## config.mk

```make
export PLATFORM = sky130hd
export DESIGN_NAME = dec38_led_drv
export DESIGN_NICKNAME = d
export VERILOG_FILES = /design/src/rtl/dec38_pkg.sv /design/src/rtl/onehot_dec3to8.sv /design/src/rtl/dec38_led_drv.sv
export SDC_FILE = /design/constraint.sdc
export NUM_CORES = 1
export LEC_CHECK = 0
export ABC_AREA = 1
export CORE_MARGIN = 3
export CORE_UTILIZATION = 25
export CTS_CLUSTER_SIZE = 24
export DETAILED_ROUTE_END_ITERATION = 10
export MAX_ROUTING_LAYER = met4
export PLACE_DENSITY = 0.45
export SLEW_MARGIN = 20
export SYNTH_ARGS = -nofsm -noshare
export SYNTH_HDL_FRONTEND = slang
export SYNTH_SLANG_ARGS = --single-unit
```

## constraint.sdc

```tcl
create_clock -name clk -period 3.7 [get_ports clk]
set_input_delay 1.11 -clock clk [delete_from_list [all_inputs] [get_ports clk]]
set_output_delay 1.11 -clock clk [all_outputs]
set_load 0.01 [all_outputs]
```

## src/rtl/dec38_pkg.sv

```systemverilog
// Shared types and constants for the 3-to-8 LED / 7-segment display driver.
// Segment patterns are active-low with bit7=a .. bit1=g and bit0=dp.
package dec38_pkg;

  typedef enum logic [1:0] {
    ST_IDLE  = 2'd0,
    ST_SHOW  = 2'd1,
    ST_BLINK = 2'd2
  } state_t;

  localparam logic [7:0] SEG_BLANK = 8'hFF;

  localparam logic [7:0] SEG_DIGIT [0:7] = '{
    8'b00000011,
    8'b10011111,
    8'b00100101,
    8'b00001101,
    8'b10011001,
    8'b01001001,
    8'b01000001,
    8'b00011111
  };

  localparam logic [1:0] PHASE_LAST = 2'd3;

  function automatic logic [7:0] seg_digit(input logic [2:0] code);
    return SEG_DIGIT[code];
  endfunction

endpackage

```

## src/rtl/onehot_dec3to8.sv

```systemverilog
// Combinational 3-to-8 one-hot decoder; all outputs low when disabled.
module onehot_dec3to8 (
  input  logic       en_i,
  input  logic [2:0] code_i,
  output logic [7:0] dec_o
);

  always_comb begin
    dec_o = '0;
    if (en_i) begin
      dec_o[code_i] = 1'b1;
    end
  end

endmodule

```

## src/rtl/dec38_led_drv.sv

```systemverilog
// Accepts a 3-bit index, shows it one-hot on the LEDs for HOLD_CYCLES, blinks it
// twice at BLINK_DIV cycles per half-period, and shows the digit on a 7-seg display.
module dec38_led_drv
  import dec38_pkg::*;
#(
  parameter int HOLD_CYCLES = 8,
  parameter int BLINK_DIV   = 4,
  parameter int CNT_W       = 16
) (
  input  logic       clk,
  input  logic       rst_n,
  input  logic [2:0] code_i,
  input  logic       code_vld_i,
  output logic       code_rdy_o,
  output logic [7:0] led_o,
  output logic [7:0] seg_o,
  output logic       busy_o
);

  localparam logic [CNT_W-1:0] HOLD_LAST  = CNT_W'(HOLD_CYCLES - 1);
  localparam logic [CNT_W-1:0] BLINK_LAST = CNT_W'(BLINK_DIV - 1);

  state_t           state_q, state_d;
  logic [CNT_W-1:0] cnt_q, cnt_d;
  logic [2:0]       code_q, code_d;
  logic [1:0]       phase_q, phase_d;
  logic             led_en;

  // Handshake: a transfer happens at a rising edge where code_vld_i && code_rdy_o.
  // Ready is a pure function of state, so the source must hold valid until ready.
  always_ff @(posedge clk) begin
    if (!rst_n) begin
      state_q <= ST_IDLE;
      cnt_q   <= '0;
      code_q  <= '0;
      phase_q <= '0;
    end else begin
      state_q <= state_d;
      cnt_q   <= cnt_d;
      code_q  <= code_d;
      phase_q <= phase_d;
    end
  end

  always_comb begin
    state_d = state_q;
    cnt_d   = cnt_q;
    code_d  = code_q;
    phase_d = phase_q;
    unique case (state_q)
      ST_IDLE: begin
        if (code_vld_i) begin
          code_d  = code_i;
          cnt_d   = '0;
          state_d = ST_SHOW;
        end
      end
      ST_SHOW: begin
        if (cnt_q == HOLD_LAST) begin
          cnt_d   = '0;
          phase_d = '0;
          state_d = ST_BLINK;
        end else begin
          cnt_d = cnt_q + 1'b1;
        end
      end
      ST_BLINK: begin
        if (cnt_q == BLINK_LAST) begin
          cnt_d = '0;
          if (phase_q == PHASE_LAST) begin
            state_d = ST_IDLE;
          end else begin
            phase_d = phase_q + 1'b1;
          end
        end else begin
          cnt_d = cnt_q + 1'b1;
        end
      end
      default: begin
        state_d = ST_IDLE;
        cnt_d   = '0;
      end
    endcase
  end

  // LEDs are dark in blink phases 0 and 2, lit in phases 1 and 3.
  always_comb begin
    led_en = 1'b0;
    unique case (state_q)
      ST_SHOW:  led_en = 1'b1;
      ST_BLINK: led_en = phase_q[0];
      default:  led_en = 1'b0;
    endcase
  end

  onehot_dec3to8 u_led_dec (
    .en_i   (led_en),
    .code_i (code_q),
    .dec_o  (led_o)
  );

  always_comb begin
    seg_o = SEG_BLANK;
    if (state_q != ST_IDLE) begin
      seg_o = seg_digit(code_q);
    end
  end

  assign code_rdy_o = (state_q == ST_IDLE);
  assign busy_o     = (state_q != ST_IDLE);

endmodule

```

==> run metrics, run 1 <==
fraction of power spent switching nets=42.07%; Detail Route Antenna Nets=0; gpl congestion=0.8058; antenna diode count=0; Leak=0.7544 nW; Overflow after GRT=0; Final Util=31.69%; floorplan die width=88.50 um; share of total power in sequential cells=31.7%; power density relative to cell area=441.7 nW/um2; DRC violation total after the first TritonRoute iteration=73; CP endpoint kind=output pin; final cycle utilization of the critical path=84.83%; clock tree from TritonCTS=yes; start-to-end type of the worst setup path=reg2out; Synthesized Nets=280; headroom to the max-slew limit=64.36%; initial antenna violation count=0; Syn-to-layout area delta=20.29%; total count of max-transition violations in the final report=0; Post-CTS Setup Bufs=0; DIE HEIGHT=88.50 um; Tmin final=3.139 ns; Worst Path Max Fanout=4; buffer type at the clock tree root=clkbuf_8; clock skew=0.01219 ns; Max Buffers Root-to-Sink=2; power share of the combinational group=50.4%; setup repair after global routing missed its margin=no; total chip power=904.2 uW; Post-Route Setup TNS=0 ns; arrival time of data at the critical path endpoint=2.03 ns; Synthesis Warnings=0; Post-Syn Area per Cell=6.446 um2; post-synthesis sequential area ratio=27.06%; upper clock frequency limit=318.6 MHz; maximum number of pins on one net before global-route repair=15; total detailed-routing wirelength=4.158 mm; library cell occupying the most area in the post-synthesis netlist=dfxtp_1; via count of the first global-routing pass=1451; floorplan row count=29; detailed-route vias per instance=4.522; filler instances=739; post-layout worst setup margin=0.5612 ns; Internal=523.8 uW; fraction of post-synthesis cell area in the top cell type by area=27.06%; Post-Synth XOR/XNOR Area=0%; total global-route track usage=11.81%; fraction of power consumed by the clock network=17.9%; count of pins on the block boundary=24; source-to-sink clock delay at the later pin of the worst-skew pair=0.27 ns; compound-cell area share of the yosys netlist=11.62%; number of storage elements in the synthesis netlist=23; Floorplan Core Area=6459 um2; ratio of cells with drive above 1 in the final layout=12.54%; first-pass iteration count of the detailed router=4; Setup crit start kind=register; worst path required time=2.59 ns; final routed wire length divided by cell count=11.42 um; post-CTS resize count=0; Num CTS Buffers=3; area share of fa/ha/maj cells after synthesis=7.353%; worst-margin pin slew=0.5341 ns; final hold violation count=0; wire length of the first global-routing pass=7.162 mm; synthesized-area fraction occupied by and/or/nand/nor cells=44.78%; post-synthesis mux area share=0%; status=finished clean; combinational family with the most area after synthesis=simple AND/OR/NAND/NOR gates; leading cell types by total area after synthesis=dfxtp_1 27%, nand2_1 13%, nor2_1 10%, ha_1 7.4%, inv_1 6.6%; DRC violation count after routing=0; footprint of the multi-input gates=1089 um2; Initial Utilization=26.35%; full die area=7832 um2; total setup violations reported at the end of the flow=0; total net switching power=380.4 uW; worst supply voltage drop on vdd=0.0001271 V; worst min-delay path category=reg2reg; cts-stage hold buffer count=0; slack of the worst reg-to-reg path=2.07 ns; layout net count=304; clock input transition at the sequential cells of the worst setup and hold paths=0.08 ns; maximum level of the CTS H-tree=1; vias post-DR=1646; cell area after synthesis=1702 um2; Detailed Place HPWL=3.336 mm; number of sinks handled by clock tree synthesis=23; Synth Instances=264; worst slack on hold paths=0.4758 ns; worst slack at placement=0.8351 ns; Sequential Area=460.4 um2; number of unique standard cell types used by synthesis=32; total of max-cap violations=0; count of input and output buffers=22
==> state kept, by name, summed over array words and instances, names as in the netlist <==
register	flops
phase_q	2
cnt_q	16
code_q	3
state_q	2
==> path summary, 6_finish.rpt <==
path                    from         end  cells past startpoint
setup reg to reg  state_q[0]    cnt_q[8]                     11
hold reg to reg   phase_q[1]  phase_q[1]                      2
setup / recovery  state_q[0]    led_o[2]                      7
hold / removal    phase_q[1]  phase_q[1]                      2
==> routing by layer <==
metal / up-vias / global-route usage [%] / routed length, um
met5: - / - / 0
met4: 0 / 2.885 / 39
met3: 2 / 1.676 / 123
met2: 24 / 17.40 / 1929
met1: 730 / 16.97 / 2066
li1: 890 / - / -
==> cells in the mapped netlist (all sizes together) <==
cell type,n
nand2,63
nor2,63
inv,35
dfxtp,23
nand3,21
a21oi,15
o21ai,12
ha,10
nand4,9
o211ai,3
buf,2
a31o,1
a41oi,1
clkbuf,1
conb,1
nand3b,1
nor3,1
o21bai,1
or2,1
==> worst max-delay path, stage by stage (launching register included) <==
cell and delay, ns:
dfxtp_1 0.35, inv_1 0.07, ha_1 0.27, inv_1 0.08, a21oi_1 0.20, nand2_1 0.14, nor2_1 0.11, clkdlybuf4s50_1 0.54
==> power by group through the flow <==
| stage | clock network [mW] | logic, mW | registers [mW] |
|---|---|---|---|
| after global placement | 0 | 0.469 | 0.293 |
| after global routing | 0.178 | 0.512 | 0.291 |
| after floorplan | 0 | 0.295 | 0.287 |
| final | 0.162 | 0.456 | 0.286 |
| after CTS | 0.169 | 0.465 | 0.287 |
| after detailed placement | 0 | 0.463 | 0.293 |
==> layout make-up <==
class	count	area share, %
Multi-Input combinational cell	203	53.18
Sequential cell	23	22.49
Timing Repair Buffer	22	10.76
Inverter	35	6.663
Tap cell	77	4.707
Clock buffer	4	2.200
==> cell usage in the layout, fill, tap and decap left out, drive strengths merged <==
master | netlist | layout
nand2 | 63 | 63
nor2 | 63 | 63
inv | 35 | 35
dfxtp | 23 | 23
clkdlybuf4s50 | 0 | 22
nand3 | 21 | 21
a21oi | 15 | 15
o21ai | 12 | 12
ha | 10 | 10
nand4 | 9 | 9
clkbuf | 1 | 4
o211ai | 3 | 3
or2 | 1 | 1
nand3b | 1 | 1
a31o | 1 | 1
a41oi | 1 | 1
nor3 | 1 | 1
o21bai | 1 | 1
conb | 1 | 1
==> per-stage QoR <==
stage,cells,cell area (um2)
after floorplan,264,1702
after global placement,360,2002
after detailed placement,360,2002
after CTS,364,2047
after global routing,364,2047
final,364,2047
==> kinds of logic (layout without fill, tap and decap cells) <==
kind of cell	count (synthesis)	after routing
AO/OA/AOI/OAI	33	33
other	1	1
flip-flops	23	23
adder cells (fa/ha/maj)	10	10
AND/OR/NAND/NOR	159	159
buffers and inverters	38	61
Power figures use the tool's default switching activity.
==> run 2, diff against run 1 <==
Settings changed: PLACE_DENSITY 0.45 to 0.46.
Clock period 3.7 ns to 2.8 ns, I/O delays scaled along.
==> run 2 against run 1 <==
Net effect: first-iteration DRC count grew 9.6%; combinational power up 33%; final cell count increased by 0.27%; setup slack worse by 0.42 ns; core utilization grew 0.097 points; die area unchanged; sequential cell count unchanged; largest power group unchanged; highest routed layer unchanged.
==> run metrics, run 2 (synthesized netlist as in run 1, its figures left out) <==
total of max-cap violations=0 (unchanged); filler instances=720 (-2.6%); antenna diode count=0 (unchanged); number of buffers and inverters on the critical path=2 (-1); Post-CTS Setup Bufs=0 (unchanged); final routed wire length divided by cell count=11.21 um (-1.8%); gpl congestion=0.7853 (-2.5%); detailed-route vias per instance=4.474 (-1.1%); leading registers by flop count=cnt_q (16), code_q (3); Sequential Area=462.9 um2 (+0.54%); layout net count=305 (+0.33%); worst path required time=1.96 ns (-0.63 ns); clock skew=0.009046 ns (-0.003144 ns); count of pins on the block boundary=24 (unchanged); worst hold path cell count=2 (unchanged); first-pass iteration count of the detailed router=4 (unchanged); vias post-DR=1633 (-0.79%); number of non-filler instances in the completed layout=365 (+0.27%); Floorplan Core Area=6459 um2 (unchanged); Met1 Wirelength=1.989 mm (-3.7%); cell family contributing the most delay on the critical path=buffers and inverters; Detailed Place HPWL=3.260 mm (-2.3%); floorplan row count=29 (unchanged); Overflow after GRT=0 (unchanged); Num CTS Buffers=3 (unchanged); initial antenna violation count=0 (unchanged); power density relative to cell area=581.5 nW/um2 (+32%); DIE HEIGHT=88.50 um (unchanged); Worst Path Max Fanout=5 (+1); delay of the slowest critical-path stage=0.55 ns (about the same); final hold violation count=0 (unchanged); Syn-to-layout area delta=20.66%; number of cells traversed by the worst register-to-register path=11 (unchanged); DR WL met3=74 um (-40%); clock tree from TritonCTS=yes; maximum level of the CTS H-tree=1 (unchanged); Leak=0.7968 nW (+5.6%); total chip power=1.194 mW (+32%); status=finished clean; register with the highest flop count=cnt_q; CP Cell Sequence=inv_1, ha_1, o211ai_1, clkdlybuf4s50_1; Layout Cell Area excl Fill=2053 um2 (+0.31%); post-layout worst setup margin=0.1414 ns (-0.4198 ns); arrival time of data at the critical path endpoint=1.82 ns (-0.21 ns); final cycle utilization of the critical path=94.95%; full die area=7832 um2 (unchanged); clock input transition at the sequential cells of the worst setup and hold paths=0.08 ns (about the same); Max Buffers Root-to-Sink=2 (unchanged); Post-Route Setup TNS=0 ns (unchanged); worst supply voltage drop on vdd=0.0001776 V (+40%); headroom to the max-slew limit=65.68% (+1.3 points); count of input and output buffers=22 (unchanged); maximum number of pins on one net before global-route repair=15 (unchanged); Initial Utilization=26.35% (unchanged); most common cell after layout, fill and taps aside=nand2_1; buffer type at the clock tree root=clkbuf_8; total count of max-transition violations in the final report=0 (unchanged); source-to-sink clock delay at the later pin of the worst-skew pair=0.26 ns (about the same); total setup violations reported at the end of the flow=0 (unchanged); worst min-delay path category=reg2reg; via count of the first global-routing pass=1472 (+1.4%); cts-stage hold buffer count=0 (unchanged); CP endpoint kind=output pin; post-placement cell count=361 (+0.28%); Setup crit start kind=register; worst slack at placement=0.1945 ns (-0.6406 ns); DRC violation total after the first TritonRoute iteration=80 (+9.6%); footprint of the multi-input gates=1095 um2 (+0.58%); total global-route track usage=11.22% (-0.60 points); Tmin final=2.659 ns; post-CTS resize count=10 (+10); worst-margin pin slew=0.5142 ns (-0.01982 ns); library cell contributing the largest single delay on the critical path=clkdlybuf4s50_1; DRC violation count after routing=0 (unchanged); flip-flop count of the largest register after layout=16 (unchanged); top layer reached by signal wires=met4; floorplan die width=88.50 um (unchanged); wire length of the first global-routing pass=6.879 mm (-4.0%); number of cells on the critical path=4 (-3); worst slack on hold paths=0.4682 ns (-0.007638 ns); Final Util=31.79% (+0.097 points); setup repair after global routing missed its margin=no; Detail Route Antenna Nets=0 (unchanged); area after detailed placement=2009 um2 (+0.38%); start-to-end type of the worst setup path=reg2out; WL met2=1.990 mm (+3.2%); upper clock frequency limit=376.1 MHz; ratio of cells with drive above 1 in the final layout=14.24% (+1.7 points); commonest cells after routing, fill and taps aside=59 x nand2_1, 46 x nor2_1, 30 x inv_1; total detailed-routing wirelength=4.093 mm (-1.6%); number of sinks handled by clock tree synthesis=23 (unchanged)
-- run 2: changes by cell type in the layout (fill, tap and decap cells not counted) --
cell / before / now
a21oi_1: 15 / 14
a21oi_2: 0 / 1
buf_4: 0 / 1
clkdlybuf4s50_1: 22 / 14
dfxtp_1: 23 / 21
dfxtp_2: 0 / 2
dlygate4sd2_1: 0 / 8
ha_1: 10 / 9
ha_2: 0 / 1
-- run 2: worst paths after layout --
kind | from | to | slack [ns]
max | code_q[0] | seg_o[4] | 0.14
min | phase_q[1] | phase_q[1] | 0.47
max reg2reg | state_q[0] | cnt_q[8] | 1.16
min reg2reg | phase_q[1] | phase_q[1] | 0.47
-- run 2: layer usage --
layer / global-route usage [%] / vias up
met4: 3.297 / 0
met1: 14.80 / 729
met2: 18.08 / 14
li1: - / 888
met5: - / -
met3: 1.210 / 2
-- run 2: power breakdown --
group          internal (mW)  switching (mW)
logic                  0.238           0.368
registers              0.353          0.0272
clock network          0.101           0.106
-- run 2: worst reg2reg max path, delay by kind of cell (launching register included) --
family	cells	cell delay, ns
DFF	1	0.35
AOI/OAI and AO/OA	1	0.08
and+or+nand+nor	5	0.43
buffers and inverters	4	0.47
adders and majority gates	1	0.26
-- run 2: area by class of cell --
class                      instances  area share (%)
tap                               77           4.692
multi-input combinational        203           53.32
clock buffer                       4           2.194
sequential                        23           22.55
inverter                          35           6.642
timing repair buffer              23           10.60
